**config.mk**
```make
export PLATFORM = sky130hd
export DESIGN_NAME = multicycle_controller_p
export DESIGN_NICKNAME = d
export VERILOG_FILES = /design/src/rtl/multicycle_controller_p.sv
export SDC_FILE = /design/constraint.sdc
export NUM_CORES = 1
export LEC_CHECK = 0
export CAP_MARGIN = 40
export CORE_MARGIN = 3
export CORE_UTILIZATION = 42
export CTS_BUF_LIST = sky130_fd_sc_hd__clkbuf_16
export CTS_CLUSTER_SIZE = 28
export DETAILED_ROUTE_END_ITERATION = 12
export HOLD_SLACK_MARGIN = 0.02
export PLACE_DENSITY = 0.84
export SYNTH_ARGS = -nofsm -noshare
export SYNTH_HDL_FRONTEND = slang
export SYNTH_SLANG_ARGS = --single-unit
```
**constraint.sdc**
```tcl
create_clock -name Clk -period 4.1 [get_ports Clk]
set_input_delay 0.82 -clock Clk [delete_from_list [all_inputs] [get_ports Clk]]
set_output_delay 0.82 -clock Clk [all_outputs]
set_load 0.05 [all_outputs]
```
**src/rtl/multicycle_controller_p.sv**
```systemverilog
// Multicycle CPU control unit: owns its state register and drives the datapath
// strobes as a Moore decode of that state, with a memory-ready timeout, stack ops and traps.
module multicycle_controller_p #(
    parameter int IR_W = 16,
    parameter int OPC_W = 4,
    parameter int FN_W = 3,
    parameter int ST_W = 5,
    parameter logic [FN_W-1:0] FN_INC = 3'd6,
    parameter logic [FN_W-1:0] FN_DEC = 3'd7,
    parameter int MEM_TIMEOUT = 15
) (
    input  logic            Clk,
    input  logic            Reset,
    input  logic [IR_W-1:0] IR,
    input  logic            flag,
    input  logic            mem_ready,
    output logic [FN_W-1:0] fnSel,
    output logic            ldMAR,
    output logic            ldIR,
    output logic            ldPC,
    output logic            ldSP,
    output logic            ldMDR,
    output logic            ldReg,
    output logic            ldRegBank,
    output logic            TReg,
    output logic            TRegBank,
    output logic            TSP,
    output logic            TMAR,
    output logic            TPC,
    output logic            TMDR,
    output logic            TLabel,
    output logic            MemRead,
    output logic            MemWrite,
    output logic            IRWrite,
    output logic [ST_W-1:0] state,
    output logic            halted,
    output logic            illegal,
    output logic            mem_err
);

    localparam logic [ST_W-1:0] S_RST  = ST_W'(0);
    localparam logic [ST_W-1:0] S_F0   = ST_W'(1);
    localparam logic [ST_W-1:0] S_F1   = ST_W'(2);
    localparam logic [ST_W-1:0] S_F2   = ST_W'(3);
    localparam logic [ST_W-1:0] S_DEC  = ST_W'(4);
    localparam logic [ST_W-1:0] S_ALU  = ST_W'(5);
    localparam logic [ST_W-1:0] S_MA   = ST_W'(6);
    localparam logic [ST_W-1:0] S_MRD  = ST_W'(7);
    localparam logic [ST_W-1:0] S_MWD  = ST_W'(8);
    localparam logic [ST_W-1:0] S_WB   = ST_W'(9);
    localparam logic [ST_W-1:0] S_MWR  = ST_W'(10);
    localparam logic [ST_W-1:0] S_BR   = ST_W'(11);
    localparam logic [ST_W-1:0] S_PUSH = ST_W'(12);
    localparam logic [ST_W-1:0] S_POP  = ST_W'(13);
    localparam logic [ST_W-1:0] S_ILL  = ST_W'(14);
    localparam logic [ST_W-1:0] S_HALT = ST_W'(15);
    localparam logic [ST_W-1:0] S_MERR = ST_W'(16);

    localparam logic [OPC_W-1:0] OP_NOP   = OPC_W'(0);
    localparam logic [OPC_W-1:0] OP_ALU   = OPC_W'(1);
    localparam logic [OPC_W-1:0] OP_LOAD  = OPC_W'(2);
    localparam logic [OPC_W-1:0] OP_STORE = OPC_W'(3);
    localparam logic [OPC_W-1:0] OP_BRZ   = OPC_W'(4);
    localparam logic [OPC_W-1:0] OP_JMP   = OPC_W'(5);
    localparam logic [OPC_W-1:0] OP_PUSH  = OPC_W'(6);
    localparam logic [OPC_W-1:0] OP_POP   = OPC_W'(7);
    localparam logic [OPC_W-1:0] OP_HALT  = OPC_W'(15);

    // Counter only needs to reach MEM_TIMEOUT-1: the timeout fires on the increment that would hit MEM_TIMEOUT.
    localparam int CNT_W = (MEM_TIMEOUT > 2) ? $clog2(MEM_TIMEOUT) : 1;
    localparam logic [CNT_W-1:0] CNT_LAST = CNT_W'(MEM_TIMEOUT - 1);

    logic [ST_W-1:0]  state_reg, state_next;
    logic [CNT_W-1:0] wait_cnt_reg, wait_cnt_next;
    logic             is_store_reg, is_store_next;
    logic             mem_err_reg, mem_err_next;
    logic [OPC_W-1:0] opcode;
    logic             timeout;
    logic             unused_ir_mid;

    assign opcode        = IR[IR_W-1 -: OPC_W];
    assign unused_ir_mid = ^IR[IR_W-OPC_W-1:FN_W];
    assign timeout       = (wait_cnt_reg == CNT_LAST);
    assign state         = state_reg;
    assign mem_err       = mem_err_reg;

    always_ff @(posedge Clk) begin
        if (Reset) begin
            state_reg    <= S_RST;
            wait_cnt_reg <= '0;
            is_store_reg <= 1'b0;
            mem_err_reg  <= 1'b0;
        end else begin
            state_reg    <= state_next;
            wait_cnt_reg <= wait_cnt_next;
            is_store_reg <= is_store_next;
            mem_err_reg  <= mem_err_next;
        end
    end

    always_comb begin
        state_next    = state_reg;
        wait_cnt_next = '0;
        is_store_next = is_store_reg;
        mem_err_next  = mem_err_reg;
        case (state_reg)
            S_RST: state_next = S_F0;
            S_F0:  state_next = S_F1;
            S_F2:  state_next = S_DEC;
            // The three memory waits share one shape; completion is checked before timeout.
            S_F1, S_MRD, S_MWR: begin
                if (mem_ready) begin
                    state_next = (state_reg == S_F1)  ? S_F2 :
                                 (state_reg == S_MRD) ? S_WB : S_F0;
                end else if (timeout) begin
                    state_next = S_MERR;
                end else begin
                    wait_cnt_next = wait_cnt_reg + CNT_W'(1);
                end
            end
            S_DEC: begin
                // LOAD/STORE choice is latched here so IR may change before MA resolves it.
                is_store_next = (opcode == OP_STORE);
                case (opcode)
                    OP_NOP:            state_next = S_F0;
                    OP_ALU:            state_next = S_ALU;
                    OP_LOAD, OP_STORE: state_next = S_MA;
                    OP_BRZ:            state_next = flag ? S_BR : S_F0;
                    OP_JMP:            state_next = S_BR;
                    OP_PUSH:           state_next = S_PUSH;
                    OP_POP:            state_next = S_POP;
                    OP_HALT:           state_next = S_HALT;
                    default:           state_next = S_ILL;
                endcase
            end
            S_ALU:  state_next = S_F0;
            S_MA:   state_next = is_store_reg ? S_MWD : S_MRD;
            S_MWD:  state_next = S_MWR;
            S_WB:   state_next = S_F0;
            S_BR:   state_next = S_F0;
            S_PUSH: state_next = S_MWD;
            S_POP:  state_next = S_MRD;
            S_ILL:  state_next = S_F0;
            S_HALT: state_next = S_HALT;
            S_MERR: state_next = S_MERR;
            default: state_next = S_RST;
        endcase
        if (state_next == S_MERR) mem_err_next = 1'b1;
    end

    always_comb begin
        fnSel = '0;
        ldMAR = 1'b0; ldIR = 1'b0; ldPC = 1'b0; ldSP = 1'b0;
        ldMDR = 1'b0; ldReg = 1'b0; ldRegBank = 1'b0;
        TReg = 1'b0; TRegBank = 1'b0; TSP = 1'b0; TMAR = 1'b0;
        TPC = 1'b0; TMDR = 1'b0; TLabel = 1'b0;
        MemRead = 1'b0; MemWrite = 1'b0; IRWrite = 1'b0;
        halted = 1'b0; illegal = 1'b0;
        case (state_reg)
            S_F0:   begin TPC = 1'b1; ldMAR = 1'b1; end
            S_F1:   begin MemRead = 1'b1; ldMDR = 1'b1; end
            S_F2:   begin TMDR = 1'b1; ldIR = 1'b1; IRWrite = 1'b1; end
            S_DEC:  begin TPC = 1'b1; ldPC = 1'b1; fnSel = FN_INC; end
            S_ALU:  begin TRegBank = 1'b1; ldReg = 1'b1; ldRegBank = 1'b1; fnSel = IR[FN_W-1:0]; end
            S_MA:   begin TLabel = 1'b1; ldMAR = 1'b1; end
            S_MRD:  begin MemRead = 1'b1; ldMDR = 1'b1; end
            S_MWD:  begin TRegBank = 1'b1; ldMDR = 1'b1; end
            S_MWR:  begin TMDR = 1'b1; MemWrite = 1'b1; end
            S_WB:   begin TMDR = 1'b1; ldRegBank = 1'b1; end
            S_BR:   begin TLabel = 1'b1; ldPC = 1'b1; end
            S_PUSH: begin TSP = 1'b1; ldMAR = 1'b1; ldSP = 1'b1; fnSel = FN_DEC; end
            S_POP:  begin TSP = 1'b1; ldMAR = 1'b1; ldSP = 1'b1; fnSel = FN_INC; end
            S_ILL:  illegal = 1'b1;
            S_HALT: halted = 1'b1;
            S_MERR: halted = 1'b1;
            default: ;
        endcase
    end

endmodule
```
==> metrics.txt, run 1 <==
antenna cells 0; Num CTS Buffers 3; ys flop type dfxtp_1; total iterations of the first detailed-routing run 4; # nets final between 200 and 250; post-CTS setup buffer count 0; peak supply drop roughly 0.00035 V; hold buffers post-CTS 0; maximum clock frequency slightly above 300 MHz; buffers added on ports 36; DR iter-0 viols 22; gr ovfl total 0; clk_lat worst skew 240 ps; fillers 196; layout cells sized above 1 5.56%; P&R area growth vs syn 41.1%; io pins between 40 and 50; Critical Path Sink Type primary output; final WL 2.75 mm; max incr delay on CP 800 ps; HP Class reg -> reg; worst path bufs/invs 1; Post-CTS Resized 0; Leak ~0.53 nW; largest family of logic cells by synthesized area simple AND/OR/NAND/NOR gates; Initial Util between 40% and 50%; Setup TNS Final 0 ps; Final Max Tran Viols 0; core area approximately 2300 sq um; Sink Count 11; vias around 1200; clock slew seen by the registers of the worst setup and hold paths ~40 ps; DR vias/cell 5.55; mux cell area share after synthesis between 2 and 2.5%; die extent in x 55.6 um; ys async rst share 0%; Max-slew headroom between 50% and 60%; critical path arrival ~2500 ps; largest net degree at the start of global routing 27; status completed; Worst setup SP type flip-flop; vias in the first global route 1033; Setup CP Type reg -> out; Mapped Area roughly 1000 sq um; Largest register FFs 5; initial antenna violation count 0; Layout Cells excl Fill 208; Slew @ Worst Pin roughly 660 ps; htree depth 1; RSZ-0062 raised after global routing false; Synth Area in Compound Gates approximately 25%; Final Cell Area 1460 sq um; Placed Area ~1400 sq um; Power Dens Cells between 400 and 500 nW/um^2; Synth area leaders dfxtp_1, nor2_1, a21oi_1; Max Buffers Root-to-Sink 2; Cell Chain, Critical Path nand2b_1 > mux2_2 > nor2_1 > clkdlybuf4s50_1; post-synth top area cell dfxtp_1; Yosys warning count 0; GRT Total Usage 18.2%; final period utilization between 70% and 80%; Critical Path RT 3280 ps; die area 3090 sq um; Synth top area share a little over a fifth; endpoints failing hold 0; setup violators final 0; CTS root buffer clkbuf_16; Final HPWL DP just over 2 mm; Post-synth EDFFs 0; total power ~630 uW; XOR/XNOR Fraction of Synth Area 3.39%; cell row count 17; sequential element share of the synthesized area a little over a fifth; number of instances in the placed design about 200; Syn Area/Cell about 6.8 sq um; CTS tree built; Final Util roughly 64%; Simple-Gate Fraction of Synth Area between 30% and 40%; Final ANT Viol Nets 0; residual DRC count 0; Die Y between 50 and 60 um; first-pass GRT wire length roughly 4.7 mm; count of cell types in the netlist a little under 50; Critical Path Slowest Stage Cell clkdlybuf4s50_1; Synth Area in Adders under 10%; Placer Congestion roughly 0.87; Mapped Cells 151; CP Max Fanout 20; reg-to-reg slack, setup around 2100 ps; post-route clock skew about 0.66 ps; Worst path top cell family by delay buffers and inverters; Seq cells post-synth 11; wire length per cell approximately 13 um; Final min period 3270 ps; total of max-cap violations 0
tightest hold or removal path: cells and delay by family, from the launching register on:
| family | cells | cell delay, ps |
|---|---|---|
| flops | 1 | 300 |
| buf+inv | 1 | 50 |
| compound gates | 1 | 50 |
cells in the mapped netlist, types with 2 or more instances:
| cell type | n |
|---|---|
| or4b_1 | 2 |
| o21a_1 | 2 |
| buf_1 | 2 |
| a31oi_1 | 3 |
| dfxtp_1 | 11 |
| a21o_1 | 4 |
| nand2_1 | 12 |
| buf_4 | 5 |
| a21oi_1 | 10 |
| inv_1 | 4 |
| nor3b_1 | 3 |
| ha_1 | 2 |
| nand3_1 | 3 |
| o31ai_1 | 2 |
| o211ai_1 | 2 |
| o22ai_1 | 2 |
| nor2b_1 | 3 |
| nor3_1 | 5 |
| clkbuf_1 | 7 |
| o21ai_0 | 3 |
| nand2b_1 | 6 |
| nor2_1 | 28 |
| xor2_1 | 3 |
| nand3b_1 | 2 |
layout make-up:
type                       count  area (sq um)  area share (%)
multi-input combinational    122           724            49.7
inverter                       4          15.0            1.03
sequential                    11           220            15.1
timing repair buffer          39           383            26.3
clock buffer                   3          75.1            5.15
clock inverter                 1          3.75           0.258
tap                           28          35.0            2.41
power breakdown:
group	switching (mW)	leakage [nW]	internal [mW]
logic	0.212	0.399	0.115
registers	0.00963	0.0892	0.115
clock network	0.0456	0.0423	0.128
per-layer routing:
metal	part of all wire [%]	vias to the layer above	track usage (%)
li1	-	583	-
met1	42	532	22.1
met2	52	35	32.3
met3	5.3	4	2.32
met4	1.3	0	6.94
met5	0	-	0
cells by family after synthesis:
kind of cell | after synthesis
and+or+nand+nor | 74
AOI/OAI and AO/OA | 38
buffers and inverters | 19
DFF | 11
xor gates and xnor gates | 4
adders and majority gates | 2
muxes | 2
other | 1
worst paths after layout:
kind / from / endpoint / cells after the start
min reg2reg: mem_err / mem_err / 2
max: state[2] / TLabel / 4
min: mem_err / mem_err / 2
max reg2reg: state[4] / state[1] / 4
cells in the final DEF, fill, tap and decap left out, drive strengths merged, types with 3 or more instances in the layout:
cell / netlist / routed
clkbuf: 7 / 3
a21oi: 10 / 10
buf: 8 / 3
o21ai: 3 / 3
nor3b: 3 / 3
nand2: 12 / 12
nand3: 3 / 3
xor2: 3 / 3
nand2b: 6 / 6
inv: 4 / 5
nor2: 28 / 28
dfxtp: 11 / 11
nor2b: 3 / 3
a21o: 4 / 4
a31oi: 3 / 3
clkdlybuf4s50: 0 / 36
nor3: 5 / 5
stage by stage:
step	hold slack [ps]	worst slack, ps
2_1_floorplan	430	57.3
3_3_place_gp	439	992
3_5_place_dp	444	976
4_1_cts	466	843
5_1_grt	497	702
6_report	455	830
Note: power is estimated with default switching activity, not from simulation.
==> run 2, diff against run 1 <==
- CORE_UTILIZATION: 42 -> 37
- PLACE_DENSITY: 0.84 -> 0.78
- clock period: 4.1 -> 2.8 ns (I/O delays scaled with it)
==> run 2 against run 1 <==
Effect of this change: setup slack worse by 570 ps; clock power is 47% higher; final cell count is 1.9% higher; routed wire length is 7.3% higher; clock-buffer cell count stayed put; flip-flop and latch count stayed put; critical path depth is 1 lower; combinational power is 58% higher; register-to-register slack worse by 1300 ps; hold slack worse by 2.7 ps; sequential power is 54% higher; via count is 4.6% higher.
==> metrics.txt, run 2 (synthesis gave the netlist of run 1 again) <==
status completed; Die Y 58.8 um; Final min period around 2500 ps; reg2reg end state[1]; max incr delay on CP approximately 800 ps; Worst Setup SP state[3]; gr ovfl total 0; clock slew seen by the registers of the worst setup and hold paths about 40 ps; GRT Total Usage a little under a fifth; residual DRC count 0; CTS tree built; DR vias/cell approximately 5.7; Sink Count 11; HP Class reg -> reg; post-route clock skew roughly 1.3 ps; vias around 1200; Flop pwr share roughly a fifth; Power Dens Cells 620 nW/um^2; Final Max Tran Viols 0; buffers added on ports 36; hold buffers post-CTS 0; Max Buffers Root-to-Sink 2; DR iter-0 viols 47; total of max-cap violations 0; most frequent cells in the layout nor2_1, clkdlybuf4s50_1, buf_4; Cell Chain, Critical Path nand2b_1 > nor2_1 > clkdlybuf4s50_1; Setup CP Type reg -> out; Final Util about three fifths; Leak ~0.6 nW; antenna cells 0; Worst Setup EP ldReg; Worst setup SP type flip-flop; die extent in x 58.8 um; setup violators final 0; Critical Path RT approximately 2200 ps; Placer Congestion 0.866; NetSw between 400 and 500 uW; P&R area growth vs syn 50.5%; layout cells sized above 1 21.4%; Max-slew headroom 56.6%; initial antenna violation count 0; PnR worst setup slack approximately 260 ps; final WL 2.95 mm; wire length per cell 13.9 um; core area roughly 2600 sq um; Largest register FFs 5; Final HPWL DP around 2.2 mm; pre-CTS setup slack a little over 500 ps; commonest non-fill, non-tap cell in the layout nor2_1; RR Startpoint state[1]; Hold Startpoint mem_err; htree depth 1; logic gate share of total power a little over half; CP Max Fanout 18; clock power share approximately a quarter; # nets final between 200 and 250; internal power between 500 and 600 uW; Critical Path Slowest Stage Cell clkdlybuf4s50_1; largest net degree at the start of global routing 21; Num CTS Buffers 3; first-pass GRT wire length 4.92 mm; Final ANT Viol Nets 0; Initial Util between 40% and 50%; maximum clock frequency 394 MHz; reg-to-reg slack, setup roughly 860 ps; total power roughly 960 uW; die area around 3500 sq um; critical path arrival between 1500 and 2000 ps; Post-CTS Resized 0; endpoints failing hold 0; cell row count 18; vias in the first global route about 1100; Critical Path Sink Type primary output; RSZ-0062 raised after global routing false; peak supply drop between 0.0005 and 0.0006 V; clk_lat worst skew approximately 240 ps; Setup TNS Final 0 ps; total iterations of the first detailed-routing run 5; fillers about 230; Net Sw Frac about 43%; FF-to-FF path depth 5; post-CTS setup buffer count 0; final period utilization 90.5%; CTS root buffer clkbuf_16; io pins 48; Slew @ Worst Pin 651 ps
==> run 2: cell type report <==
class | instances | area, sq um | area share [%]
inverters | 4 | 15.0 | 0.966
multi-input cells | 122 | 764 | 49.2
flip-flops and latches | 11 | 220 | 14.2
well taps | 30 | 37.5 | 2.42
clock inverters | 1 | 3.75 | 0.242
clock buffers | 3 | 75.1 | 4.83
repair buffers | 41 | 438 | 28.2
==> run 2: critical path: cells and delay by family (launching register included) <==
kind,cells,cell delay (ps)
buf+inv,1,800
flops,1,500
simple gates,2,420
==> run 2: how the worst min path moves through the flow <==
stage / to / slack, ps / depth (start not counted)
floorplan: wait_cnt_reg[0] / 430 / 1
global placement: mem_err / 440 / 2
detailed placement: mem_err / 450 / 2
CTS: mem_err / 460 / 2
global route: mem_err / 480 / 2
finish: mem_err / 450 / 2
==> run 2: per-layer routing <==
metal | share of wire [%] | track usage [%] | up-vias
met5 | 0 | 0 | -
met4 | 3.1 | 9.06 | 0
met3 | 7.0 | 3.95 | 10
met2 | 51 | 31.7 | 43
met1 | 39 | 20.6 | 568
li1 | - | - | 586
==> run 2: power groups by stage <==
stage | registers, mW | logic [mW] | clock network (mW)
6_report | 0.192 | 0.516 | 0.255
4_1_cts | 0.192 | 0.514 | 0.259
2_1_floorplan | 0.216 | 0.326 | 0
5_1_grt | 0.195 | 0.549 | 0.275
3_3_place_gp | 0.193 | 0.505 | 0
3_5_place_dp | 0.195 | 0.512 | 0
==> run 2: through the flow <==
| step | area, sq um | hold slack, ps | std cells |
|---|---|---|---|
| after CTS | 1550 | 457 | 212 |
| final | 1550 | 452 | 212 |
| after global placement | 1480 | 436 | 208 |
| after floorplan | 1080 | 430 | 152 |
| after detailed placement | 1480 | 450 | 208 |
| after global routing | 1550 | 483 | 212 |
==> run 3, diff against run 2 <==
- CAP_MARGIN: 40 -> 10
- SLEW_MARGIN: not set -> 20
==> results of run 3 <==
No change in the layout: final DEF, timing and power equal those of run 2.
